==> src/rtl/apb_master_bridge.sv <==
// apb_master_bridge: single-outstanding APB initiator with a PREADY timeout.
// Optional byte strobes are enabled by defining APB_WSTRB_EN.
module apb_master_bridge #(
    parameter int APB_DATA_WIDTH = 32,
    parameter int APB_ADDR_WIDTH = 32,
    parameter int TIMEOUT_CYCLE  = 6
) (
    input  logic                        apb_clk_in,
    input  logic                        apb_rst_in,
    input  logic                        cmd_valid_in,
    output logic                        cmd_ready_out,
    input  logic                        cmd_write_in,
    input  logic [APB_ADDR_WIDTH-1:0]   cmd_addr_in,
    input  logic [APB_DATA_WIDTH-1:0]   cmd_wdata_in,
`ifdef APB_WSTRB_EN
    input  logic [APB_DATA_WIDTH/8-1:0] cmd_strb_in,
    output logic [APB_DATA_WIDTH/8-1:0] apb_strb_out,
`endif
    output logic                        rsp_valid_out,
    input  logic                        rsp_ready_in,
    output logic [APB_DATA_WIDTH-1:0]   rsp_rdata_out,
    output logic                        rsp_err_out,
    output logic                        rsp_timeout_out,
    output logic [APB_ADDR_WIDTH-1:0]   apb_addr_out,
    output logic                        apb_psel_out,
    output logic                        apb_penable_out,
    output logic                        apb_write_out,
    output logic [APB_DATA_WIDTH-1:0]   apb_wdata_out,
    input  logic [APB_DATA_WIDTH-1:0]   apb_rdata_in,
    input  logic                        apb_ready_in,
    input  logic                        apb_slverr_in
);
    localparam int CW = $clog2(TIMEOUT_CYCLE + 1);
    typedef enum logic [1:0] {IDLE, SETUP, ACCESS, RESP} state_t;
    state_t state, state_n;
    logic [CW-1:0] cnt;
    logic timeout_hit, accept, misaligned;
    assign accept      = state == IDLE && cmd_valid_in;
    assign misaligned  = |cmd_addr_in[1:0];
    assign timeout_hit = cnt == CW'(TIMEOUT_CYCLE);
    assign cmd_ready_out   = state == IDLE && !apb_rst_in;
    assign apb_psel_out    = state == SETUP || state == ACCESS;
    assign apb_penable_out = state == ACCESS;
    assign rsp_valid_out   = state == RESP;
    always_ff @(posedge apb_clk_in or posedge apb_rst_in)
        if (apb_rst_in) state <= IDLE;
        else            state <= state_n;
    always_comb begin
        state_n = state;
        unique case (state)
            IDLE:    state_n = cmd_valid_in ? (misaligned ? RESP : SETUP) : IDLE;
            SETUP:   state_n = ACCESS;
            ACCESS:  state_n = (apb_ready_in || timeout_hit) ? RESP : ACCESS;
            RESP:    state_n = rsp_ready_in ? IDLE : RESP;
            default: state_n = IDLE;
        endcase
    end
    // PREADY takes priority over the timeout limit when both occur together
    always_ff @(posedge apb_clk_in or posedge apb_rst_in)
        if (apb_rst_in) begin
            apb_write_out   <= 1'b0;
            apb_addr_out    <= '0;
            apb_wdata_out   <= '0;
            rsp_rdata_out   <= '0;
            rsp_err_out     <= 1'b0;
            rsp_timeout_out <= 1'b0;
            cnt             <= '0;
        end else begin
            if (accept) begin
                apb_write_out   <= cmd_write_in;
                apb_addr_out    <= cmd_addr_in;
                apb_wdata_out   <= cmd_wdata_in;
                rsp_rdata_out   <= '0;
                rsp_err_out     <= misaligned;
                rsp_timeout_out <= 1'b0;
            end
            if (state == SETUP) cnt <= CW'(1);
            if (state == ACCESS) begin
                if (apb_ready_in) begin
                    rsp_rdata_out <= (apb_write_out || apb_slverr_in) ? '0 : apb_rdata_in;
                    rsp_err_out   <= apb_slverr_in;
                end else if (timeout_hit) begin
                    rsp_err_out     <= 1'b1;
                    rsp_timeout_out <= 1'b1;
                end else begin
                    cnt <= cnt + CW'(1);
                end
            end
        end
`ifdef APB_WSTRB_EN
    logic [APB_DATA_WIDTH/8-1:0] strb_q;
    always_ff @(posedge apb_clk_in or posedge apb_rst_in)
        if (apb_rst_in)  strb_q <= '0;
        else if (accept) strb_q <= cmd_strb_in;
    assign apb_strb_out = apb_write_out ? strb_q : '0;
`endif
endmodule
==> config.mk <==
export PLATFORM = sky130hd
export DESIGN_NAME = apb_master_bridge
export DESIGN_NICKNAME = d
export VERILOG_FILES = /design/src/rtl/apb_master_bridge.sv
export SDC_FILE = /design/constraint.sdc
export NUM_CORES = 1
export LEC_CHECK = 0
export CAP_MARGIN = 0
export CORE_MARGIN = 5
export CORE_UTILIZATION = 38
export CTS_BUF_LIST = sky130_fd_sc_hd__clkbuf_8
export CTS_CLUSTER_SIZE = 20
export DETAILED_ROUTE_END_ITERATION = 12
export GPL_TIMING_DRIVEN = 0
export PLACE_DENSITY_LB_ADDON = 0.25
export SLEW_MARGIN = 20
export SYNTH_ARGS = -nofsm -noshare
export SYNTH_HDL_FRONTEND = slang
export SYNTH_SLANG_ARGS = --single-unit
==> constraint.sdc <==
create_clock -name apb_clk_in -period 3.9 [get_ports apb_clk_in]
set_input_delay 1.17 -clock apb_clk_in [delete_from_list [all_inputs] [get_ports apb_clk_in]]
set_output_delay 1.17 -clock apb_clk_in [all_outputs]
set_load 0.01 [all_outputs]
==> results of run 1 <==
==> registers in the layout, indices dropped and copies added, names as in the netlist <==
name	cells
apb_addr_out	32
apb_wdata_out	32
rsp_rdata_out	32
cnt	3
state	2
apb_write_out	1
rsp_err_out	1
rsp_timeout_out	1
==> metal layers <==
layer / share of wire, % / global-route usage [%] / vias up
li1: - / - / 1364
met1: 39 / 19.9 / 1424
met2: 48 / 26.6 / 123
met3: 9.0 / 6.01 / 22
met4: 3.1 / 8.43 / 0
met5: 0 / 0 / -
==> power breakdown <==
group          switching (uW)  internal (uW)  total [uW]
Combinational             877           1550        2430
Sequential                253           1540        1790
Clock                     348            306         654
==> critical path: cells and delay by family <==
family        cells  cell delay, ps
buf+inv           2            1020
simple gates      1             140
==> synthesized netlist by cell type <==
| cell type | number | area share [%] |
|---|---|---|
| dfrtp_1 | 104 | 61 |
| mux2i_1 | 2 | 0.47 |
| nand2_1 | 2 | 0.18 |
| and2_1 | 1 | 0.15 |
| a21oi_2 | 1 | 0.21 |
| mux2_4 | 39 | 14 |
| nor3_1 | 1 | 0.12 |
| nor3b_1 | 1 | 0.18 |
| ha_1 | 7 | 2.1 |
| buf_4 | 2 | 0.35 |
| mux2_2 | 26 | 6.9 |
| nor2_1 | 2 | 0.18 |
| o21ai_1 | 1 | 0.12 |
| nand2b_1 | 3 | 0.44 |
| a21oi_1 | 1 | 0.12 |
| o21ai_0 | 4 | 0.47 |
| o211ai_1 | 1 | 0.18 |
| inv_1 | 4 | 0.35 |
| a22o_1 | 33 | 6.8 |
| and3b_1 | 1 | 0.21 |
| nor2b_1 | 7 | 1.0 |
| and2_4 | 1 | 0.21 |
| buf_6 | 4 | 1.1 |
| buf_12 | 5 | 2.4 |
| buf_2 | 4 | 0.47 |
| a31oi_1 | 1 | 0.15 |
==> final cells by class <==
type                            instances  share of cell area (%)
Timing Repair Buffer                  208                    31.4
Tap cell                              140                    2.61
Clock buffer                           10                    2.05
Clock inverter                          5                   0.727
Multi-Input combinational cell        135                    21.5
Buffer                                 15                    2.68
Sequential cell                       104                    38.7
Inverter                                4                   0.279
==> how the worst min path moves through the flow <==
| stage | slack, ps | cells past startpoint | end |
|---|---|---|---|
| after CTS | 510 | 1 | rsp_rdata_out[19] |
| after global placement | 480 | 1 | rsp_rdata_out[8] |
| final | 510 | 1 | rsp_rdata_out[19] |
| after global routing | 520 | 1 | rsp_rdata_out[4] |
| after floorplan | 470 | 1 | cnt[0] |
| after detailed placement | 480 | 1 | rsp_rdata_out[1] |
==> through the flow <==
stage               worst slack [ps]  utilization [%]
floorplan                       1380                -
global placement                 411             59.4
detailed placement               418             60.0
CTS                              400             61.7
global route                     378             61.7
finish                           402             61.7
==> cells by family after synthesis <==
kind of cell,share of synthesized area [%]
compound gates,8.06
fa+ha+maj,2.07
buf+inv,4.60
flops,61.4
mux,21.2
simple gates,2.69
==> impl_results.md, run 1 <==
* Status: completed
* Per-cell routed wire length at 17.7 um
* R2R setup slack at 2130 ps
* Initial DRC count at 100
* DRT Wirelength at 11000 um
* Worst min-delay path startpoint: rsp_rdata_out[19]
* Area grow syn2layout at 58.4%
* Slew HR at 69.9%
* Clock latency on the worst-skew pair at 370 ps
* Yosys cell types at 26
* Most common cell after layout, fill and taps aside: clkdlybuf4s50_1
* DR vias at 2933
* Initial antenna violation count at 0
* Nets at 587
* GRT Util Overall at 16.6%
* CP Max Fanout at 2
* I/O Buffers at 205
* Worst reg2reg endpoint: rsp_rdata_out[18]
* Critical Path RT at 2730 ps
* Vias in the first global route at 3278
* Power Dens Cells at 726 nW/um^2
* Drt pass-1 iters at 4
* Critical Path Start Type: input pin
* Num rows at 38
* Worst min-delay path class: reg -> reg
* Seq cells post-synth at 104
* CTS Buf Count at 9
* Max IR drop VDD at 0.377 mV
* Root Driver: clkbuf_8
* Setup TNS Final at 0 ps
* Die X at 116 um
* Worst hold margin at 507 ps
* Leakage at 0.00294 uW
* Max-cap violations at 0
* Fillers at 894
* Cells after DPL at 606
* Clock sinks at 104
* ANT nets after route at 0
* CTS Hold Bufs at 0
* Max-slew violation count at 0
* Worst-path clk slew at 80 ps
* Mapped cell area at 4240 um^2
* Core area at 10900 um^2
* R2R depth at 7
* Crit-path slowest cell: clkdlybuf4s50_1
* Setup Viol. Count Final at 0
* Clock Tree Buf Depth at 2
* Die area at 13400 um^2
* Initial Util at 38.9%
* TritonCTS clock tree: yes
* Die H at 116 um
* Gp weighted congestion at 0.785
* Share of cells above drive strength 1 at 20.8%
* Critical path startpoint: apb_rst_in
* Fin crit share at 89.7%
* ANT cells at 0
* Non-Filler Instances at 621
* First-pass GRT wire length at 16900 um
* Worst Tran Pin Value at 450 ps
* Fmax at 0.286 GHz
* Mapped Nets at 368
* Area occupied by multi-input gates at 1440 um^2
* Syn Area/Cell at 16.4 um^2
* Clk_skew at 9.88 ps
* Critical path arrival at 2330 ps
* Post-synthesis sequential area ratio at 61.4%
* Largest net degree at the start of global routing at 35
* RSZ-0062 raised after global routing: no
* Synth Instances at 258
* Post-CTS Setup Repair Bufs at 0
* GR Overflow Total at 0
* Worst path cell trace: clkdlybuf4s50_1 > nor2b_1 > clkdlybuf4s50_1
* Placement Cell Area at 6530 um^2
* Drt via density at 4.72
* Seq. cell area at 2600 um^2
* Total power at 4880 uW
* Most frequent CP cell: clkdlybuf4s50_1
* Ys Warns at 0
* Min Tclk post-route at 3500 ps
* H-tree depth at 3
* CP Capture Type: output pin
* Final Cell Area at 6720 um^2
* Critical path capture point: cmd_ready_out
* Post-CTS sizing at 0
* DR DRC count at 0
* Max incr delay on CP at 550 ps
* Fin. Hold Viols at 0
* Most frequent cells in the layout: clkdlybuf4s50_1, dfrtp_1, mux2_4, a22o_1, mux2_2
* CP Class: in -> out
* Ports at 206
* HPWL Detailed at 8490 um
* Reg-to-Reg Start: state[0]
Power figures use the tool's default switching activity.
==> run 2, diff against run 1 <==
--- a/config.mk
+++ b/config.mk
@@ -13,6 +13,8 @@
 export DETAILED_ROUTE_END_ITERATION = 12
 export GPL_TIMING_DRIVEN = 0
 export PLACE_DENSITY_LB_ADDON = 0.25
+export SKIP_CTS_REPAIR_TIMING = 1
+export SKIP_LAST_GASP = 1
 export SLEW_MARGIN = 20
 export SYNTH_ARGS = -nofsm -noshare
 export SYNTH_HDL_FRONTEND = slang
==> results of run 2 <==
Final layout, timing and power as in run 1 (identical DEF).
==> run 3, diff against run 2 <==
--- a/config.mk
+++ b/config.mk
@@ -12,6 +12,7 @@
 export CTS_CLUSTER_SIZE = 20
 export DETAILED_ROUTE_END_ITERATION = 12
 export GPL_TIMING_DRIVEN = 0
+export MAX_ROUTING_LAYER = met4
 export PLACE_DENSITY_LB_ADDON = 0.25
 export SKIP_CTS_REPAIR_TIMING = 1
 export SKIP_LAST_GASP = 1
==> run 3 against run 2 <==
  * Setup slack hardly changed
  * Register-to-register slack hardly changed
  * Largest cell class unchanged
  * Sequential power hardly changed
==> impl_results.md, run 3 (synthesis gave the netlist of run 1 again) <==
* Initial DRC count at 110 (+10%)
* Clock latency on the worst-skew pair at 370 ps (about the same)
* Regs by FF count: apb_addr_out: 32 flops, apb_wdata_out: 32 flops, rsp_rdata_out: 32 flops
* Worst min-delay path class: reg -> reg
* Power Dens Cells at 728 nW/um^2 (+0.16%)
* Root Driver: clkbuf_8
* Num rows at 38 (unchanged)
* Max-cap violations at 0 (unchanged)
* I/O Buffers at 205 (unchanged)
* Vias in the first global route at 3277 (-0.031%)
* Critical Path RT at 2730 ps (about the same)
* Fin crit share at 89.7% (about the same)
* Critical Path Start Type: input pin
* DRT Wirelength at 11000 um (+0.18%)
* Switching share of total power at 30.4% (+0.11 points)
* Clk_skew at 10.2 ps (+0.338 ps)
* GR Overflow Total at 0 (unchanged)
* Hold Crit Depth at 1 (unchanged)
* Leakage at 0.00294 uW (unchanged)
* CP Max Fanout at 2 (unchanged)
* Slew HR at 69.9% (-0.091 points)
* Largest net degree at the start of global routing at 35 (unchanged)
* Setup Viol. Count Final at 0 (unchanged)
* ANT cells at 0 (unchanged)
* Fin. Hold Viols at 0 (unchanged)
* Min Tclk post-route at 3500 ps (+0.187 ps)
* Die area at 13400 um^2 (unchanged)
* Cells after DPL at 606 (unchanged)
* Area grow syn2layout at 58.4% (unchanged)
* Fmax at 0.286 GHz (about the same)
* DR vias at 2925 (-0.27%)
* TritonCTS clock tree: yes
* Ports at 206 (unchanged)
* CP Class: in -> out
* R2R depth at 7 (unchanged)
* Net switching power at 1490 uW (+0.52%)
* Setup TNS Final at 0 ps (unchanged)
* Max IR drop VDD at 0.378 mV (+0.47%)
* Total power at 4890 uW (+0.16%)
* Worst Tran Pin Value at 451 ps (+1.37 ps)
* ANT nets after route at 0 (unchanged)
* RSZ-0062 raised after global routing: no
* HPWL Detailed at 8490 um (unchanged)
* Drt via density at 4.71 (-0.27%)
* Status: completed
* Share of cells above drive strength 1 at 20.8% (unchanged)
* Clock power share at 13.5% (about the same)
* H-tree depth at 3 (unchanged)
* Max-slew violation count at 0 (unchanged)
* Die X at 116 um (unchanged)
* Drt pass-1 iters at 4 (unchanged)
* First-pass GRT wire length at 16900 um (about the same)
* Reg power frac at 36.7% (about the same)
* Core area at 10900 um^2 (unchanged)
* Clock Tree Buf Depth at 2 (unchanged)
* DR DRC count at 0 (unchanged)
* CTS Buf Count at 9 (unchanged)
* Combinational power share at 49.8% (about the same)
* Initial Util at 38.9% (unchanged)
* GRT Util Overall at 17.2% (+0.56 points)
* Non-Filler Instances at 621 (unchanged)
* Most frequent cells in the layout: clkdlybuf4s50_1, dfrtp_1, mux2_4, a22o_1, mux2_2
* Per-cell routed wire length at 17.8 um (+0.18%)
* Die H at 116 um (unchanged)
* Worst-path clk slew at 80 ps (about the same)
* Initial antenna violation count at 0 (unchanged)
* Most common cell after layout, fill and taps aside: clkdlybuf4s50_1
* Gp weighted congestion at 0.796 (+1.4%)
* CP Capture Type: output pin
* Clock sinks at 104 (unchanged)
* P_int at 3400 uW (about the same)
* Nets at 587 (unchanged)
* Critical path arrival at 2330 ps (about the same)
[run 3: cell counts in the layout (fill, tap and decap cells not counted)]
Identical to the previous run, type by type.
[run 3: final timing paths]
| kind | startpoint | endpoint | slack, ps |
|---|---|---|---|
| setup / recovery | apb_rst_in | cmd_ready_out | 400 |
| hold / removal | rsp_rdata_out[19] | rsp_rdata_out[19] | 500 |
| setup reg to reg | state[0] | rsp_rdata_out[18] | 2130 |
| hold reg to reg | rsp_rdata_out[19] | rsp_rdata_out[19] | 500 |
| max in group asynchronous | apb_rst_in | apb_wdata_out[22] | 1970 |
| min in group asynchronous | apb_rst_in | apb_wdata_out[19] | 1200 |
[run 3: critical path: stages]
cell             delay, ps
clkdlybuf4s50_1        470
nor2b_1                140
clkdlybuf4s50_1        550
[run 3: per-layer routing]
metal  vias up  GRT usage (%)  wire length (um)
li1       1361              -                 -
met1      1418           21.2              4610
met2       122           26.5              5310
met5         -              -                 0
met4         0           8.43               331
met3        24           4.39               774
[run 3: layout make-up]
type	instances	area, um^2
Inverter	4	18.8
Sequential cell	104	2600
Tap cell	140	175
Fill cell	894	4170
Clock inverter	5	48.8
Clock buffer	10	138
Multi-Input combinational cell	135	1440
Timing Repair Buffer	208	2110
Buffer	15	180
[run 3: power by group through the flow]
stage               logic [uW]  clock network, uW  registers [uW]
CTS                       2480                680            1800
detailed placement        2460                  0            1820
floorplan                  997                  0            2000
global placement          2420                  0            1790
finish                    2440                658            1790
global route              2590                728            1860
[run 3: metrics by stage]
stage | utilization, % | cell area, um^2 | worst slack, ps | hold WS, ps
after global placement | 59.4 | 6470 | 411 | 484
after detailed placement | 60.0 | 6530 | 418 | 480
final | 61.7 | 6720 | 402 | 505
after global routing | 61.7 | 6720 | 378 | 524
after CTS | 61.7 | 6720 | 400 | 511
after floorplan | - | 4240 | 1380 | 474
